**src/rtl/sb_output_queue.sv**
```systemverilog
`default_nettype none
// ============================================================================
// Module   : sb_output_queue
// Purpose  : Per-output-port address queues with round-robin read scheduling
//            in front of the shared packet buffer. Define SB_OQ_DROP_CNT_EN
//            to add a saturating drop_count output.
// Revision : 1.0 - initial release
// ============================================================================
module sb_output_queue #(
    parameter int ADDR_BITWIDTH        = 4,
    parameter int DATA_BITWIDTH        = 4,
    parameter int PORT_SEL_BITWIDTH    = 2,
    parameter int QUEUE_DEPTH_BITWIDTH = 3
) (
    input  logic                                clk,
    input  logic                                rst,
    input  logic                                enq_valid,
    input  logic [PORT_SEL_BITWIDTH-1:0]        enq_port,
    input  logic [ADDR_BITWIDTH-1:0]            enq_addr,
    output logic                                enq_ready,
    input  logic [(2**PORT_SEL_BITWIDTH)-1:0]   port_ready,
    output logic                                sb_rd_req,
    output logic [ADDR_BITWIDTH-1:0]            sb_ip,
    input  logic [DATA_BITWIDTH-1:0]            sb_odata,
    output logic [(2**PORT_SEL_BITWIDTH)-1:0]   out_valid,
    output logic [DATA_BITWIDTH-1:0]            out_data
`ifdef SB_OQ_DROP_CNT_EN
    ,
    output logic [15:0]                         drop_count
`endif
);

    localparam int c_NUM_PORTS = 2**PORT_SEL_BITWIDTH;
    localparam int c_DEPTH     = 2**QUEUE_DEPTH_BITWIDTH;
    localparam logic [QUEUE_DEPTH_BITWIDTH:0] c_FULL_COUNT =
        {1'b1, {QUEUE_DEPTH_BITWIDTH{1'b0}}};

    logic [c_NUM_PORTS-1:0]                     w_full;
    logic [c_NUM_PORTS-1:0]                     w_elig;
    logic [c_NUM_PORTS-1:0][ADDR_BITWIDTH-1:0]  w_head;
    logic                                       w_grant_vld;
    logic [PORT_SEL_BITWIDTH-1:0]               w_grant_idx;
    logic [c_NUM_PORTS-1:0]                     w_grant_oh;

    logic [PORT_SEL_BITWIDTH-1:0]               r_rr;
    logic                                       r_sb_rd_req;
    logic [ADDR_BITWIDTH-1:0]                   r_sb_ip;
    logic [c_NUM_PORTS-1:0]                     r_issue_oh;
    logic [c_NUM_PORTS-1:0]                     r_out_valid;

    // ------------------------------------------------------------------
    // Per-port circular FIFOs of buffer addresses
    // ------------------------------------------------------------------
    for (genvar p = 0; p < c_NUM_PORTS; p++) begin : g_port
        logic [ADDR_BITWIDTH-1:0]          r_mem [c_DEPTH];
        logic [QUEUE_DEPTH_BITWIDTH-1:0]   r_wptr;
        logic [QUEUE_DEPTH_BITWIDTH-1:0]   r_rptr;
        logic [QUEUE_DEPTH_BITWIDTH:0]     r_count;
        logic                              w_deq;
        logic                              w_enq;

        assign w_full[p] = (r_count == c_FULL_COUNT);
        assign w_elig[p] = (r_count != '0) && port_ready[p];
        assign w_head[p] = r_mem[r_rptr];
        assign w_deq     = w_grant_vld && (w_grant_idx == PORT_SEL_BITWIDTH'(p));
        // A dequeue in the same edge frees the slot, so a full queue still accepts.
        assign w_enq     = enq_valid && (enq_port == PORT_SEL_BITWIDTH'(p)) &&
                           (!w_full[p] || w_deq);

        always_ff @(posedge clk) begin
            if (w_enq) begin
                r_mem[r_wptr] <= enq_addr;
            end
        end

        always_ff @(posedge clk) begin
            if (rst) begin
                r_wptr  <= '0;
                r_rptr  <= '0;
                r_count <= '0;
            end else begin
                if (w_enq) begin
                    r_wptr <= r_wptr + 1'b1;
                end
                if (w_deq) begin
                    r_rptr <= r_rptr + 1'b1;
                end
                case ({w_enq, w_deq})
                    2'b10:   r_count <= r_count + 1'b1;
                    2'b01:   r_count <= r_count - 1'b1;
                    default: r_count <= r_count;
                endcase
            end
        end
    end

    assign enq_ready = !w_full[enq_port];

    // ------------------------------------------------------------------
    // Round-robin grant starting at r_rr; lowest offset from r_rr wins
    // ------------------------------------------------------------------
    always_comb begin
        w_grant_vld = 1'b0;
        w_grant_idx = '0;
        for (int i = c_NUM_PORTS - 1; i >= 0; i--) begin
            if (w_elig[r_rr + PORT_SEL_BITWIDTH'(i)]) begin
                w_grant_vld = 1'b1;
                w_grant_idx = r_rr + PORT_SEL_BITWIDTH'(i);
            end
        end
    end

    always_comb begin
        w_grant_oh              = '0;
        w_grant_oh[w_grant_idx] = w_grant_vld;
    end

    // ------------------------------------------------------------------
    // Read issue and return steering
    // ------------------------------------------------------------------
    always_ff @(posedge clk) begin
        if (rst) begin
            r_rr        <= '0;
            r_sb_rd_req <= 1'b0;
            r_sb_ip     <= '0;
            r_issue_oh  <= '0;
            r_out_valid <= '0;
        end else begin
            r_sb_rd_req <= w_grant_vld;
            r_issue_oh  <= w_grant_oh;
            r_out_valid <= r_issue_oh;
            if (w_grant_vld) begin
                r_sb_ip <= w_head[w_grant_idx];
                r_rr    <= w_grant_idx + 1'b1;
            end
        end
    end

    assign sb_rd_req = r_sb_rd_req;
    assign sb_ip     = r_sb_ip;
    assign out_valid = r_out_valid;
    assign out_data  = sb_odata;

`ifdef SB_OQ_DROP_CNT_EN
    logic        w_drop;
    logic [15:0] r_drop_count;

    assign w_drop = enq_valid && w_full[enq_port] &&
                    !(w_grant_vld && (w_grant_idx == enq_port));

    always_ff @(posedge clk) begin
        if (rst) begin
            r_drop_count <= '0;
        end else if (w_drop && (r_drop_count != 16'hFFFF)) begin
            r_drop_count <= r_drop_count + 16'd1;
        end
    end

    assign drop_count = r_drop_count;
`endif

endmodule
`default_nettype wire

```
**config.mk**
```make
export PLATFORM = sky130hd
export DESIGN_NAME = sb_output_queue
export DESIGN_NICKNAME = d
export VERILOG_FILES = /design/src/rtl/sb_output_queue.sv
export SDC_FILE = /design/constraint.sdc
export NUM_CORES = 1
export LEC_CHECK = 0
export CORE_MARGIN = 2
export CORE_UTILIZATION = 60
export DETAILED_ROUTE_END_ITERATION = 10
export PLACE_DENSITY_LB_ADDON = 0.08
export SETUP_SLACK_MARGIN = 0.5
export SYNTH_ARGS = -nofsm -noshare
export SYNTH_HDL_FRONTEND = slang
export SYNTH_SLANG_ARGS = --single-unit
export TNS_END_PERCENT = 30
```
**constraint.sdc**
```tcl
create_clock -name clk -period 4.7 [get_ports clk]
set_clock_uncertainty 0.1 [all_clocks]
set_input_delay 0.94 -clock clk [delete_from_list [all_inputs] [get_ports clk]]
set_output_delay 0.94 -clock clk [all_outputs]
set_load 0.02 [all_outputs]
```
### Yosys cells after proc, flatten, opt, wreduce, memory -nomap -nowiden

Memories as Yosys holds them, arrays and structs flattened. A register that Yosys moved wholly into a read port is not among the register bits.
Cells that the tools add are included.

| storage, ports and cells | value |
|---|---|
| output and inout bits | 14 |
| bits in latches | 0 |
| register bits after elaboration | 55 |
| memories kept | 4 |
| ROM bits | 0 |
| logic and storage cells | 145 |
| input port bits | 17 |
| memory bits (writable) | 128 |

| cells by class | value |
|---|---|
| add/subtract/negate cells | 20 |
| multipliers | 0 |
| bitwise operators | 1 |
| mux-type cells | 42 |
| $lt $le $gt $ge | 7 |
| equality and inequality tests | 18 |
| shift operators | 0 |
| div/mod/pow operators | 0 |
| reduce and logical (&&, ||, !) cells | 36 |

Memories:

| memory | depth | width | read ports | clocked after memory_dff | write ports | RTL line | source |
|---|---|---|---|---|---|---|---|
| g_port[0].r_mem | 8 | 4 | 1 | 1 | 1 | 55 | `logic [ADDR_BITWIDTH-1:0] r_mem [c_DEPTH];` |
| g_port[1].r_mem | 8 | 4 | 1 | 1 | 1 | 55 |  |
| g_port[2].r_mem | 8 | 4 | 1 | 1 | 1 | 55 |  |
| g_port[3].r_mem | 8 | 4 | 1 | 1 | 1 | 55 |  |

Operators by type and width:

| kind | number |
|---|---|
| $pmux W4 S2 | 4 |
| $add A3 B1 Y3 const B | 8 |
| $mux W3 | 8 |
| $lt A2 B3 Y1 const B | 6 |
| $mux W1 | 18 |
| $logic_and A1 B1 Y1 | 17 |
| $add A4 B1 Y4 const B | 4 |
| $eq A2 B2 Y1 const B | 8 |
| $eq A4 B4 Y1 const B | 4 |
| $reduce_bool A4 Y1 | 4 |
| $sub A4 B1 Y4 const B | 4 |
| $eq A2 B1 Y1 const B | 6 |
| $bmux W1 S2 | 5 |
| $bmux W4 S2 | 1 |
| $mux W2 | 4 |
| $reduce_bool A2 Y1 | 4 |
| $logic_not A1 Y1 | 5 |
| $add A2 B1 Y2 const B | 2 |
| $add A2 B2 Y2 const B | 2 |
| $and A4 B4 Y4 | 1 |
| $logic_not A2 Y1 | 2 |
| $logic_or A1 B1 Y1 | 4 |
| $mux W4 | 1 |
| $demux W1 S2 | 1 |
| $ge A2 B1 Y1 const B | 1 |

### Longest topological paths before layout

Gate-level depths: netlist of run 1.

| logic depth | value |
|---|---|
| depth in word-level cells | 14 |
| mapped depth | 13 |
| mapped depth without buffers | 12 |

### Worst setup path before layout of run 1

Ideal clock, no wire load.

| path | value |
|---|---|
| path kind | input-to-reg |
| start | in port_ready[0] |
| end | reg g_port[2].r_count[3] |
| path buffers | 0 |
| required time | 4479 ps |
| data arrival time | 2911 ps |
| library setup time | 121 ps |
| cell stages on the path | 10 |
| setup slack | 1568 ps |
| cells stage by stage | o41a_1 > o22ai_1 > a32oi_2 > nor2_1 > ha_1 > a21o_1 > a21oi_1 > nor3_1 > a21oi_1 > mux2_2 |

| between the ends | value |
|---|---|
| word-level cells in the longest chain between the ends | 13 |
| elaborated cells on any way between the ends | 25 |
| classes of those cells | 3 x eq/ne; 17 x mux; 5 x reduce/logical |

Ends and longest elaborated chain:

| element | RTL line | source |
|---|---|---|
| start, declared | 21 | `input logic [(2**PORT_SEL_BITWIDTH)-1:0] port_ready,` |
| $logic_and A1 B1 Y1 * | 63 | `assign w_elig[p] = (r_count != '0) && port_ready[p];` |
| $bmux W1 S2 | 106 | `if (w_elig[r_rr + PORT_SEL_BITWIDTH'(i)]) begin` |
| $mux W1 (not written as such) | 106 |  |
| $mux W2 (4 in series) | 106 |  |
| $eq A2 B2 Y1 | 65 | `assign w_deq = w_grant_vld && (w_grant_idx == PORT_SEL_BITWIDTH'(p));` |
| $logic_and A1 B1 Y1 * | 65 |  |
| $logic_or A1 B1 Y1 | 68 | `(!w_full[p] \|\| w_deq);` |
| $logic_and A1 B1 Y1 | 67 | `assign w_enq = enq_valid && (enq_port == PORT_SEL_BITWIDTH'(p)) &&` |
| $eq A2 B1 Y1 / $eq A2 B2 Y1 (equally long branches) | 88 | `case ({w_enq, w_deq})` |
| $pmux W4 S2 / $reduce_bool A2 Y1 (equally long branches) | n/a |  |
| end signal, assigned | 89 | `2'b10: r_count <= r_count + 1'b1;` |
| end signal, assigned | 90 | `2'b01: r_count <= r_count - 1'b1;` |
| end signal, assigned | 91 | `default: r_count <= r_count;` |
| end, declared | 58 | `logic [QUEUE_DEPTH_BITWIDTH:0] r_count;` |

Mark *: on every way between the ends. The rest lies on a longest branch, timed or not. The select of a mux whose other input is x is not followed.
A chain may end at the register's enable or synchronous reset.

### Worst setup path in the final report of run 1

| path | value |
|---|---|
| start | reg g_port[0].r_count[0] |
| end | out enq_ready |

| between the ends | value |
|---|---|
| word-level cells in the longest chain between the ends | 4 |

Ends and longest elaborated chain:

| element | RTL line | source |
|---|---|---|
| start, declared | 58 |  |
| start signal, assigned | 89 |  |
| start signal, assigned | 90 |  |
| start signal, assigned | 91 |  |
| $eq A4 B4 Y1 | 62 | `assign w_full[p] = (r_count == c_FULL_COUNT);` |
| $bmux W1 S2 | 97 | `assign enq_ready = !w_full[enq_port];` |
| $mux W1 (not written as such) | 97 |  |
| $logic_not A1 Y1 | 97 |  |
| end, declared | 20 | `output logic enq_ready,` |

No other way between the ends. The select of a mux whose other input is x is not followed.

==> reports/qor.txt, run 1 <==
Crit path DAT: 2640 ps
Core box area: 13400 um2
DP Worst Slack: 725 ps
Post-DP HPWL: 10500 um
Setup slack after layout: 1020 ps
RD Place Congestion: 0.901
Largest net degree at the start of global routing: 37
Share of cells above drive strength 1: 14.2%
Detail Route Antenna Nets: 0
Relative max-transition margin: 16.7%
Worst Hold Class: flip-flop to flip-flop
Crit share post-route: 78.4%
Critical path class: flip-flop to output port
Worst-Skew Late Latency: 430 ps
Chip height: 122 um
Max clock buf depth: 2
Via count: 4606
Boundary Pins: 31
Leakage: 3.08 nW
First-pass GRT wire length: 24600 um
Vias in the first global route: 4624
Post-Syn Instances: 577
DR WL/cell: 19.3 um
Fmax: 271 MHz
Clock transition at the registers of the reported paths: 70 ps
CTS resizes: 0
Clock sink count: 195
Outcome: finished, final reports clean
Most frequent cells in the layout: 128 x edfxtp_1, 67 x dfxtp_1, 66 x nor2_1
Ys flop type: edfxtp_1
Setup TNS: 0 ps
Num CTS Buffers: 17
P&R area growth vs syn: 10.9%
Yosys top cell by area: edfxtp_1
Buffers on Ports: 22
Critical path required time: 3660 ps
Syn nets: 614
Final hold violations: 0
Crit path capture type: output port
Synth area leaders: edfxtp_1 46%, dfxtp_1 16%, mux4_2 9.0%, mux2i_1 4.0%, nor2_1 3.0%
Synth top area share: 46.3%
Inserted Diodes: 0
Yosys Warn Count: 0
Final setup viols: 0
PwrDens: 530 nW/um2
Combinational power share: 26.4%
Number of DRC markers in iteration 0: 383
Worst-path maximum fanout: 6
Final nets: 629
Vias per cell: 5.90
Cell Area, Synth: 8300 um2
WHS: 340 ps
Most common cell after layout, fill and taps aside: edfxtp_1
Netlist cell types: 53
Switching pwr: 1.49 mW
Die ar.: 14800 um2
# H-tree levels: 4
Pint: 3.39 mW
Slew Limit Fails: 0
DIE WIDTH: 122 um
Initial antenna violation count: 0
Number of synthesized flops with an enable pin: 128
Worst-Margin Slew: 1250 ps
CP Launch Type: flip-flop
CTS tree: yes
Final wirelength: 15100 um
Clock Power Share: 29.2%
RSZ-0062 raised after global routing: no
Hold buffer count at cts: 0
Part of the power in registers: 44.4%
Gr ovfl total: 0
Async SR Flop Fraction: 0%
Drt first pass iters: 5
Post-CTS setup buffer count: 0
Sw frac: 30.6%
Sequential area share after synthesis: 62.5%
Initial cell density of the core: 61.9%
Total of max-cap violations: 0
GRT Resource Usage Total: 22.4%
DRC: 0
Clock root buffer: clkbuf_16
Maximum vdd ir drop: 0.328 mV
Flops & latches, synth: 195
Period minus WS final: 3680 ps
Row count: 42
Syn Area/Cell: 14.4 um2
==> routing by layer <==
layer / global-route usage (%) / vias to the layer above / part of all wire [%] / routed length (um)
li1: - / 2200 / - / -
met1: 29.6 / 2264 / 44 / 6600
met2: 36.7 / 116 / 50 / 7470
met3: 4.45 / 26 / 4.4 / 663
met4: 9.63 / 0 / 2.3 / 345
met5: 0 / - / 0 / 0
==> cells in the mapped netlist (4+ instances only) <==
cell type / count
a21o_1: 4
o41a_1: 4
clkbuf_1: 16
o211ai_1: 5
nor3_1: 20
nor4_1: 5
a211oi_1: 8
nand2b_1: 11
buf_1: 4
o21ai_0: 7
inv_1: 18
xor2_1: 10
xnor2_1: 12
mux2i_1: 33
dfxtp_1: 67
nand2_1: 23
ha_1: 16
mux4_2: 33
a21oi_1: 18
fa_1: 4
nor2_1: 66
o22ai_1: 8
or3_1: 4
edfxtp_1: 128
buf_4: 5
nor2b_1: 8
==> layout make-up <==
class | instances | area, um2
clock inverters | 11 | 130
fillers | 923 | 4200
multi-input cells | 335 | 2900
inverters | 18 | 67.6
repair buffers | 25 | 238
well taps | 176 | 220
flip-flops and latches | 195 | 5180
clock buffers | 21 | 460
==> flip-flops by register name, summed over array words and instances, names as in the netlist, 2 cells and up, named ones only <==
register        count
g_port.r_mem      128
g_port.r_count     16
g_port.r_rptr      12
g_port.r_wptr      12
out_valid           4
r_issue_oh          4
sb_ip               4
r_rr                2
==> power by group through the flow <==
stage	Clock (mW)	Combinational [mW]	Sequential [mW]
finish	1.42	1.29	2.17
CTS	1.45	1.29	2.17
floorplan	0	1.06	2.12
global placement	0	1.25	2.20
global route	1.52	1.42	2.20
detailed placement	0	1.29	2.20
==> logic make-up (layout without fill, tap and decap cells) <==
kind of cell	Yosys count	count (layout)	synth area share (%)
compound gates	73	73	7.04
xor+xnor	22	22	2.32
fa+ha+maj	20	20	3.38
buf+inv	47	75	2.56
flops	195	195	62.5
mux	70	70	13.6
simple gates	150	150	8.59
==> through the flow <==
stage | util [%] | area, um2 | power (mW) | cells
6_report | 68.7 | 9200 | 4.88 | 781
2_1_floorplan | - | 8300 | 3.18 | 577
5_1_grt | 68.7 | 9200 | 5.14 | 781
4_1_cts | 68.7 | 9200 | 4.92 | 781
3_5_place_dp | 64.3 | 8610 | 3.49 | 749
3_3_place_gp | 64.3 | 8610 | 3.44 | 749
==> path summary, 6_finish.rpt <==
check / start / end / slack (ps) / cells after the start
setup reg to reg: g_port[0].r_count[0] / g_port[2].r_count[3] / 1580 / 10
hold reg to reg: r_issue_oh[1] / out_valid[1] / 340 / 1
hold / removal: r_issue_oh[1] / out_valid[1] / 340 / 1
setup / recovery: g_port[0].r_count[0] / enq_ready / 1020 / 3
==> worst max-delay path, cell delays in order (launching register included) <==
cell and delay [ps]:
dfxtp_1 380, or4b_2 790, mux4_2 500, clkdlybuf4s50_1 550
Power figures use the tool's default switching activity.
==> inputs of run 2 (changes only) <==
==> constraint.sdc (replaced) <==
create_clock -name clk -period 3.5 [get_ports clk]
set_clock_uncertainty 0.1 [all_clocks]
set_input_delay 0.7 -clock clk [delete_from_list [all_inputs] [get_ports clk]]
set_output_delay 0.7 -clock clk [all_outputs]
set_load 0.02 [all_outputs]
==> run 2 against run 1 <==
Effect of this change: clock power grew 27%; wire length grew 4.5%; global-route usage grew 0.60 points; die area is the same; largest cell class unchanged; sequential power grew 35%; combinational power grew 55%; sequential cell count is the same.
==> reports/qor.txt, run 2 (synthesis results as in run 1) <==
Drt first pass iters: 4 (was 5)
Crit path DAT: 3200 ps (was 2640 ps)
Combinational power share: 29.7% (was 26.4%)
Post-DP HPWL: 11000 um (was 10500 um)
Slew Limit Fails: 0 (unchanged)
Reg2reg start: g_port[3].r_count[3] (was g_port[0].r_count[0])
Switching pwr: 2.18 mW (was 1.49 mW)
Final nets: 663 (was 629)
Crit path capture type: flip-flop (was output port)
Worst-Skew Late Latency: 430 ps (about the same)
Critical path cell sequence: clkdlybuf4s50_1 -> o41a_1 -> o22ai_2 -> a32o_2 -> nand2b_1 -> inv_1 -> ha_1 -> a21o_1 -> a21oi_2 -> nor2_1 -> mux2i_1 -> xor2_1 -> nor2_1 (was or4b_2 -> mux4_2 -> clkdlybuf4s50_1)
DIE WIDTH: 122 um (unchanged)
Final hold violations: 0 (unchanged)
Final wirelength: 15700 um (was 15100 um)
Max clock buf depth: 2 (unchanged)
Most common cell after layout, fill and taps aside: edfxtp_1 (unchanged)
Leakage: 3.28 nW (was 3.08 nW)
RSZ-0062 raised after global routing: yes (was no)
Row count: 42 (unchanged)
Worst Hold Launch: r_issue_oh[1] (unchanged)
RD Place Congestion: 0.877 (was 0.901)
Largest registers: g_port.r_mem (128), g_port.r_count (16) (unchanged)
Most frequent cells in the layout: 128 x edfxtp_1, 65 x nor2_1, 63 x dfxtp_1 (was 128 x edfxtp_1, 67 x dfxtp_1, 66 x nor2_1)
Sw frac: 32.4% (was 30.6%)
Fmax: 332 MHz
Core box area: 13400 um2 (unchanged)
Worst Hold Class: flip-flop to flip-flop (unchanged)
Family with the most delay on the worst path: compound AO/OA/AOI/OAI gates (was simple AND/OR/NAND/NOR gates)
CP Buf/Inv Count: 2 (was 1)
DR WL/cell: 19.3 um (about the same)
Maximum vdd ir drop: 0.433 mV (was 0.328 mV)
Worst-Margin Slew: 1040 ps (was 1250 ps)
Chip height: 122 um (unchanged)
Pint: 4.55 mW (was 3.39 mW)
Die ar.: 14800 um2 (unchanged)
Part of the power in registers: 43.4% (was 44.4%)
Initial antenna violation count: 0 (unchanged)
Critical path class: input pin to flip-flop (was flip-flop to output port)
Vias in the first global route: 4885 (was 4624)
Clock root buffer: clkbuf_16 (unchanged)
Detail Route Antenna Nets: 0 (unchanged)
Crit-path most repeated cell: nor2_1
Crit share post-route: 86.0%
Period minus WS final: 3010 ps
Gr ovfl total: 0 (unchanged)
Reg with most FFs: g_port.r_mem (unchanged)
GRT Resource Usage Total: 23.0% (was 22.4%)
Share of cells above drive strength 1: 21.4% (was 14.2%)
Initial cell density of the core: 61.9% (unchanged)
Boundary Pins: 31 (unchanged)
Num CTS Buffers: 17 (unchanged)
Largest net degree at the start of global routing: 44 (was 37)
Worst-path maximum fanout: 6 (unchanged)
Worst stage delay on the critical path: 480 ps (was 790 ps)
Relative max-transition margin: 30.2% (was 16.7%)
Critical path required time: 3690 ps (was 3660 ps)
Number of DRC markers in iteration 0: 353 (was 383)
PwrDens: 710 nW/um2 (was 530 nW/um2)
Total of max-cap violations: 0 (unchanged)
Via count: 4771 (was 4606)
Clock Power Share: 27.0% (was 29.2%)
Worst setup path startpoint: port_ready[2] (was g_port[0].r_count[0])
Final setup viols: 0 (unchanged)
DRC: 0 (unchanged)
CP Launch Type: input pin (was flip-flop)
First-pass GRT wire length: 25300 um (was 24600 um)
Final-layout fill cell count: 917 (was 923)
Inserted Diodes: 0 (unchanged)
Slowest stage cell on the critical path: clkdlybuf4s50_1 (was or4b_2)
DP Worst Slack: 9.05 ps (was 725 ps)
Setup TNS: 0 ps (unchanged)
Setup slack after layout: 490 ps (was 1020 ps)
P&R area growth vs syn: 14.3% (was 10.9%)
Buffers on Ports: 22 (unchanged)
# H-tree levels: 4 (unchanged)
Outcome: finished, final reports clean (unchanged)
Clock sink count: 195 (unchanged)
Max reg flops: 128 (unchanged)
Clock transition at the registers of the reported paths: 70 ps (about the same)
Vias per cell: 5.85 (was 5.90)
Final Util: 70.8% (was 68.7%)
CTS tree: yes (unchanged)
==> run 2: layout make-up <==
type	count	area (um2)	share of cell area (%)
flip-flops and latches	195	5190	54.7
multi-input cells	335	2960	31.2
clock inverters	13	118	1.24
well taps	176	220	2.32
repair buffers	59	495	5.22
clock buffers	19	433	4.56
inverters	18	67.6	0.712
==> run 2: path summary, 6_finish.rpt <==
path                            cells after the start  slack, ps                    end
worst max register to register                      5        590  g_port[0].r_mem[0][1]
worst min-delay path                                1        340           out_valid[1]
worst min register to register                      1        340           out_valid[1]
worst max-delay path                               13        490   g_port[0].r_count[3]
==> run 2: stage by stage <==
step | instances | area, um2 | hold slack (ps) | total power, mW
after floorplan | 577 | 8300 | 314 | 4.27
after global placement | 776 | 8820 | 316 | 4.74
after detailed placement | 776 | 8820 | 336 | 4.81
after CTS | 809 | 9400 | 352 | 6.64
after global routing | 815 | 9490 | 365 | 7.06
final | 815 | 9490 | 342 | 6.73
==> run 2: timing repair <==
action	in CTS	in global routing
hold buffers	0	0
gates resized for setup	11	15
endpoints found under the setup margin	2	9
setup buffers	1	6
cloned	0	0
endpoints found under the hold margin	0	0
pin swaps	0	5
==> run 2: routing by layer <==
metal	part of all wire, %	track usage [%]
met3	4.2	4.92
met1	43	29.0
met2	51	39.0
met5	0	0
met4	1.5	9.55
==> run 2: power groups by stage <==
stage | combinational (mW) | sequential, mW | clock, mW
2_1_floorplan | 1.42 | 2.85 | 0
3_3_place_gp | 1.79 | 2.95 | 0
3_5_place_dp | 1.85 | 2.96 | 0
4_1_cts | 1.88 | 2.92 | 1.84
5_1_grt | 2.17 | 2.96 | 1.93
6_report | 2.00 | 2.92 | 1.81
==> run 2: worst register-to-register path: stages (launching register included) <==
cell	delay, ps
dfxtp_1	360
o41ai_1	740
a32o_2	310
buf_4	150
o21ai_2	70
nor4_1	790
